**src/rtl/cpu_controller_pkg.sv**
```systemverilog
// Shared types for the cache controller: line coherence states and snoop-bus command encodings.
package cache_states;
    typedef enum logic [1:0] {
        INVALID  = 2'd0,
        SHARED   = 2'd1,
        MODIFIED = 2'd2
    } State_t;
endpackage

package commands;
    typedef enum logic [1:0] {
        BUS_READ           = 2'd0,
        BUS_READ_EXCLUSIVE = 2'd1,
        BUS_INVALIDATE     = 2'd2,
        BUS_WRITE_BACK     = 2'd3
    } BusCommand_t;
endpackage

```
**src/rtl/cpu_controller_bus_handshake.sv**
```systemverilog
// Request/grant/ack handshake for one bus transaction; an ack only counts once a grant has been seen.
module bus_handshake (
    input  logic clk_i,
    input  logic rst_ni,
    input  logic active_i,
    input  logic bus_grant_i,
    input  logic bus_ack_i,
    output logic bus_request_o,
    output logic ack_o
);
    logic granted_q;
    logic granted_d;

    assign bus_request_o = active_i;
    assign ack_o         = active_i && bus_ack_i && granted_q;

    // Grant is remembered so a grant that drops before the ack keeps the transaction alive.
    always_comb begin
        granted_d = active_i && !ack_o && (granted_q || bus_grant_i);
    end

    always_ff @(posedge clk_i) begin
        if (!rst_ni) begin
            granted_q <= 1'b0;
        end else begin
            granted_q <= granted_d;
        end
    end
endmodule

```
**src/rtl/cpu_controller.sv**
```systemverilog
// Cache controller: looks up the line, runs any bus transactions the coherence protocol needs,
// then writes the new line state and releases the CPU.
module cpu_controller
    import cache_states::*;
#(
    parameter type STATE_TYPE    = cache_states::State_t,
    parameter int  ADDRESS_WIDTH = 16
) (
    input  logic                     clock,
    input  logic                     reset,
    input  logic                     cpuRead,
    input  logic                     cpuWrite,
    input  logic [ADDRESS_WIDTH-1:0] cpuAddress,
    output logic                     cpuWaitRequest,
    input  logic                     tagHit,
    input  STATE_TYPE                lineState,
    input  logic [ADDRESS_WIDTH-1:0] victimAddress,
    output logic                     stateWrite,
    output STATE_TYPE                stateWriteValue,
    output logic                     read,
    output logic                     write,
    output STATE_TYPE                stateOut,
    output STATE_TYPE                writeBackState,
    input  STATE_TYPE                stateIn,
    input  logic                     writeBackRequired,
    input  logic                     invalidateRequired,
    input  logic                     readExclusiveRequired,
    output logic                     busRequest,
    input  logic                     busGrant,
    output logic [1:0]               busCommand,
    output logic [ADDRESS_WIDTH-1:0] busAddress,
    input  logic                     busAck
);
    typedef enum logic [2:0] {
        IDLE, LOOKUP, WRITE_BACK, READ_EXCLUSIVE, INVALIDATE, BUS_READ, UPDATE, DONE
    } ctrl_state_t;

    localparam STATE_TYPE ST_INVALID = STATE_TYPE'(INVALID);

    ctrl_state_t              state_q, state_d;
    logic                     wr_q, wr_d;
    logic [ADDRESS_WIDTH-1:0] addr_q, addr_d;
    logic                     wb_done_q, wb_done_d;
    logic                     in_bus;
    logic                     bus_ack_ok;

    assign stateOut       = tagHit ? lineState : ST_INVALID;
    assign writeBackState = tagHit ? ST_INVALID : lineState;

    assign cpuWaitRequest = (state_q != IDLE) && (state_q != DONE);
    assign read           = cpuWaitRequest && !wr_q;
    assign write          = cpuWaitRequest && wr_q;
    assign in_bus         = state_q inside {WRITE_BACK, READ_EXCLUSIVE, INVALIDATE, BUS_READ};

    bus_handshake u_bus (
        .clk_i        (clock),
        .rst_ni       (reset),
        .active_i     (in_bus),
        .bus_grant_i  (busGrant),
        .bus_ack_i    (busAck),
        .bus_request_o(busRequest),
        .ack_o        (bus_ack_ok)
    );

    always_ff @(posedge clock) begin
        if (!reset) begin
            state_q   <= IDLE;
            wb_done_q <= 1'b0;
        end else begin
            state_q   <= state_d;
            wb_done_q <= wb_done_d;
        end
        wr_q   <= wr_d;
        addr_q <= addr_d;
    end

    always_comb begin
        state_d         = state_q;
        wr_d            = wr_q;
        addr_d          = addr_q;
        wb_done_d       = wb_done_q;
        stateWrite      = 1'b0;
        stateWriteValue = ST_INVALID;
        busCommand      = 2'd0;
        busAddress      = '0;
        case (state_q)
            IDLE: begin
                if (cpuRead || cpuWrite) begin
                    wr_d      = cpuWrite;
                    addr_d    = cpuAddress;
                    wb_done_d = 1'b0;
                    state_d   = LOOKUP;
                end
            end
            LOOKUP: begin
                // After a victim write-back the line is re-examined, but never written back twice.
                if (writeBackRequired && !wb_done_q)       state_d = WRITE_BACK;
                else if (readExclusiveRequired)            state_d = READ_EXCLUSIVE;
                else if (invalidateRequired)               state_d = INVALIDATE;
                else if (!wr_q && stateOut == ST_INVALID)  state_d = BUS_READ;
                else                                       state_d = UPDATE;
            end
            WRITE_BACK: begin
                busCommand = commands::BUS_WRITE_BACK;
                busAddress = victimAddress;
                if (bus_ack_ok) begin
                    stateWrite = 1'b1;
                    wb_done_d  = 1'b1;
                    state_d    = LOOKUP;
                end
            end
            READ_EXCLUSIVE: begin
                busCommand = commands::BUS_READ_EXCLUSIVE;
                busAddress = addr_q;
                if (bus_ack_ok) state_d = UPDATE;
            end
            INVALIDATE: begin
                busCommand = commands::BUS_INVALIDATE;
                busAddress = addr_q;
                if (bus_ack_ok) state_d = UPDATE;
            end
            BUS_READ: begin
                busCommand = commands::BUS_READ;
                busAddress = addr_q;
                if (bus_ack_ok) state_d = UPDATE;
            end
            UPDATE: begin
                stateWrite      = 1'b1;
                stateWriteValue = stateIn;
                state_d         = DONE;
            end
            DONE: begin
                state_d = IDLE;
            end
        endcase
    end
endmodule

```
**config.mk**
```make
export PLATFORM = sky130hd
export DESIGN_NAME = cpu_controller
export DESIGN_NICKNAME = d
export VERILOG_FILES = /design/src/rtl/cpu_controller_pkg.sv /design/src/rtl/cpu_controller_bus_handshake.sv /design/src/rtl/cpu_controller.sv
export SDC_FILE = /design/constraint.sdc
export NUM_CORES = 1
export LEC_CHECK = 0
export CAP_MARGIN = 30
export CORE_ASPECT_RATIO = 0.7
export CORE_UTILIZATION = 45
export DETAILED_ROUTE_END_ITERATION = 10
export DONT_BUFFER_PORTS = 1
export PLACE_DENSITY = 0.62
export SLEW_MARGIN = 25
export SYNTH_ARGS = -nofsm -noshare
export SYNTH_HDL_FRONTEND = slang
export SYNTH_SLANG_ARGS = --single-unit
```
**constraint.sdc**
```tcl
create_clock -name clock -period 2.7 [get_ports clock]
set_input_delay 0.27 -clock clock [delete_from_list [all_inputs] [get_ports clock]]
set_output_delay 0.27 -clock clock [all_outputs]
set_load 0.01 [all_outputs]
```
==> results.md <==
- Status: finished clean
- First-pass GRT wire length: between 3000 and 4000 um
- Area Growth Syn to Fin: 4.30%
- Crit path depth: 4
- Cell Int Power: just over 0.8 mW
- Final nets: about 150
- Mapped Nets: around 150
- Floorplan row count: 15
- Leak Pwr: roughly 0.45 nW
- Sw Pwr: around 0.52 mW
- First-iteration detailed-routing DRC count: 25
- DRT Wirelength: 2290 um
- EDFF count, synth: 17
- Post-Syn Area: roughly 1200 um2
- Synth cell types: 32
- Die area: 2800 um2
- Chip Height: between 40 and 50 um
- Setup repair bufs after CTS: 0
- CORE AREA: roughly 2500 um2
- Initial Util: 47.3%
- Share of layout cells above drive strength 1: approximately a tenth
- TritonRoute pass-1 iters: 4
- Max_cap viols: 0
- Sw Share: slightly below 40%
- GRT Total Usage: between 10% and 20%
- DRC viols: 0
- RD Place Congestion: roughly 0.9
- Root buffer cell: clkbuf_8
- I/O Pins: 75
- Maximum VDD drop: about 0.00052 V
- Seq/Total Area, Yosys: around 52%
- Crit path max-delay family: flip-flops
- Cts bufs inserted: 3
- Mapped Cells: between 100 and 150
- Clock share of power: 15.0%
- Critical path launch point type: flip-flop
- DIE WIDTH: around 63 um
- Gates resized, CTS repair: 0
- Vias in the first global route: ~700
- Max frequency: around 0.46 GHz
- Largest net degree at the start of global routing: 19
- Critical path type: flip-flop to output pin
- Detail Placement HPWL: 1690 um
- Grt ovf: 0
- Power density cells: approximately 1100 nW/um2
- CTS max path bufs: 2
- Clk Latency, worst-skew pair: approximately 260 ps
- Post-DR vias/cell: ~6.1
- Shortest period the worst path allows: between 2000 and 2500 ps
- CP bufs+invs: 1
- Worst slew pin tran: around 640 ps
- Syn_area_per_cell: between 10 and 15 um2
- Hold crit path type: primary input to flip-flop
- Critical-path cell list: and2b_1, nor2b_1, buf_4, a22o_1
- Fraction of registers with async set or reset after synthesis: 0%
- Sum Neg Setup Slack: 0 ps
- Crit path arrival time: 1910 ps
- IO buf count: 0
- Via count: between 800 and 900
- Comb pwr share: slightly above 40%
- Required time worst endpoint: ~2400 ps
- Dominant cell type by area after synthesis: edfxtp_1
- Initial antenna violation count: 0
- CTS HTree Levels: 1
- Drt wl/cell: ~17 um
- Post-route cell area: 1210 um2
- Pins Over Slew Limit: 0
- Final Hold Fails: 0
- Area contributors post-synth: edfxtp_1 (44%), a22o_1 (12%), dfxtp_1 (8.6%)
- Hold-fix buffers, CTS: 0
- DRT antenna net count: 0
- Synth warn: 0
- Clk sinks: 22
- Slowest stage delay, CP: about 620 ps
- WHS Path Cells: 0
- # diodes: 0
- Flip-flop and latch count after synthesis: 22
- Register share of total power: around 45%
- RSZ-0062 raised after global routing: no
- CP max-delay cell: dfxtp_1
- Max_slew headroom: 57.0%
- Final Setup Violations: 0
- CTS tree: done
- Clock Pin Slew Worst Setup and Hold Paths: roughly 70 ps
- Synth top area share: a little over two fifths
- CP endpoint kind: output pin
- Post-route clock period utilization: between 80% and 90%
- Clk_skew: between 1 and 1.5 ps
- Worst R2R Path Depth: 3
- Area after DPL: ~1200 um2
- Top_reg_cell synth: edfxtp_1
- Crit-path max FO: 15
stage by stage:
step,hold slack [ps],power (mW),utilization [%],worst slack [ps],cells
floorplan,369,1.09,-,1070,103
global placement,369,1.14,47.5,763,132
detailed placement,369,1.15,47.5,677,132
CTS,99.2,1.36,49.4,519,136
global route,86.2,1.43,49.4,406,136
finish,105,1.35,49.4,524,136
worst reg2reg max path, stage by stage (launching register included):
cell	delay [ps]
dfxtp_1	500
nor3_1	470
o21ai_1	180
inv_1	520
cells by family (layout without fill, tap and decap cells):
family	Yosys count	count (layout)	share of synthesized area (%)
buffers and inverters	10	9	5.48
and+or+nand+nor	34	34	16.7
muxes	2	2	2.04
AOI/OAI and AO/OA	33	33	21.8
xor gates and xnor gates	2	2	1.51
DFF	22	22	52.5
final timing paths:
path | startpoint | end | slack, ps
min reg2reg | wb_done_q | wb_done_q | 550
max | state_q[1] | busAddress[11] | 520
max reg2reg | state_q[2] | addr_q[8] | 660
min | cpuAddress[12] | addr_q[12] | 100
layout by cell type (no fill, tap or decap):
| cell | synthesis | layout |
|---|---|---|
| and2_1 | 3 | 3 |
| or3b_4 | 1 | 1 |
| mux2i_2 | 1 | 1 |
| a21oi_1 | 5 | 5 |
| or3_1 | 1 | 1 |
| and3_1 | 4 | 4 |
| and4_1 | 1 | 1 |
| o31ai_1 | 1 | 1 |
| a21o_1 | 1 | 1 |
| nor3_1 | 8 | 8 |
| xor2_1 | 1 | 1 |
| clkbuf_8 | 0 | 3 |
| o21ai_0 | 2 | 2 |
| and2b_1 | 1 | 1 |
| inv_1 | 3 | 3 |
| o21a_1 | 1 | 1 |
| buf_4 | 2 | 2 |
| edfxtp_1 | 17 | 17 |
| a22oi_1 | 1 | 1 |
| nor2_1 | 3 | 3 |
| a22o_1 | 16 | 16 |
| o21ai_1 | 2 | 2 |
| mux2i_1 | 1 | 1 |
| nor2b_1 | 7 | 7 |
| nand2_1 | 4 | 4 |
| dfxtp_1 | 5 | 5 |
| clkbuf_1 | 0 | 1 |
| o221a_2 | 2 | 2 |
| or2_2 | 1 | 1 |
| xnor2_1 | 1 | 1 |
| a21boi_0 | 1 | 1 |
| o2bb2ai_1 | 1 | 1 |
registers in the layout, summed over array words and instances, names as in the netlist:
register,count
wb_done_q,1
addr_q,16
wr_q,1
state_q,3
u_bus.granted_q,1
per-layer routing:
metal / wire length (um) / track usage, %
met3: 274 / 9.28
met2: 1030 / 27.4
met5: 0 / 0
met4: 21 / 7.44
met1: 965 / 17.0
synth_stat cells, drive strengths merged, types with 2 or more instances:
library cell	number
a21oi	5
o221a	2
inv	3
nor2b	7
nand2	4
mux2i	2
buf	7
and3	4
nor3	8
o21ai	4
a22o	16
nor2	3
edfxtp	17
dfxtp	5
and2	3
cell type report:
| class | instances | area (um2) |
|---|---|---|
| multi-input combinational | 71 | 489 |
| inverter | 3 | 11.3 |
| timing repair buffer | 2 | 15.0 |
| fill | 227 | 1240 |
| clock buffer | 4 | 45.0 |
| sequential | 22 | 611 |
| tap | 34 | 42.5 |
power by group through the flow:
| stage | logic [mW] | clock network, mW | registers, mW |
|---|---|---|---|
| 2_1_floorplan | 0.541 | 0 | 0.551 |
| 3_3_place_gp | 0.538 | 0 | 0.603 |
| 3_5_place_dp | 0.543 | 0 | 0.609 |
| 4_1_cts | 0.547 | 0.209 | 0.603 |
| 5_1_grt | 0.591 | 0.223 | 0.620 |
| 6_report | 0.543 | 0.202 | 0.602 |
(Power assumes the default switching activity.)
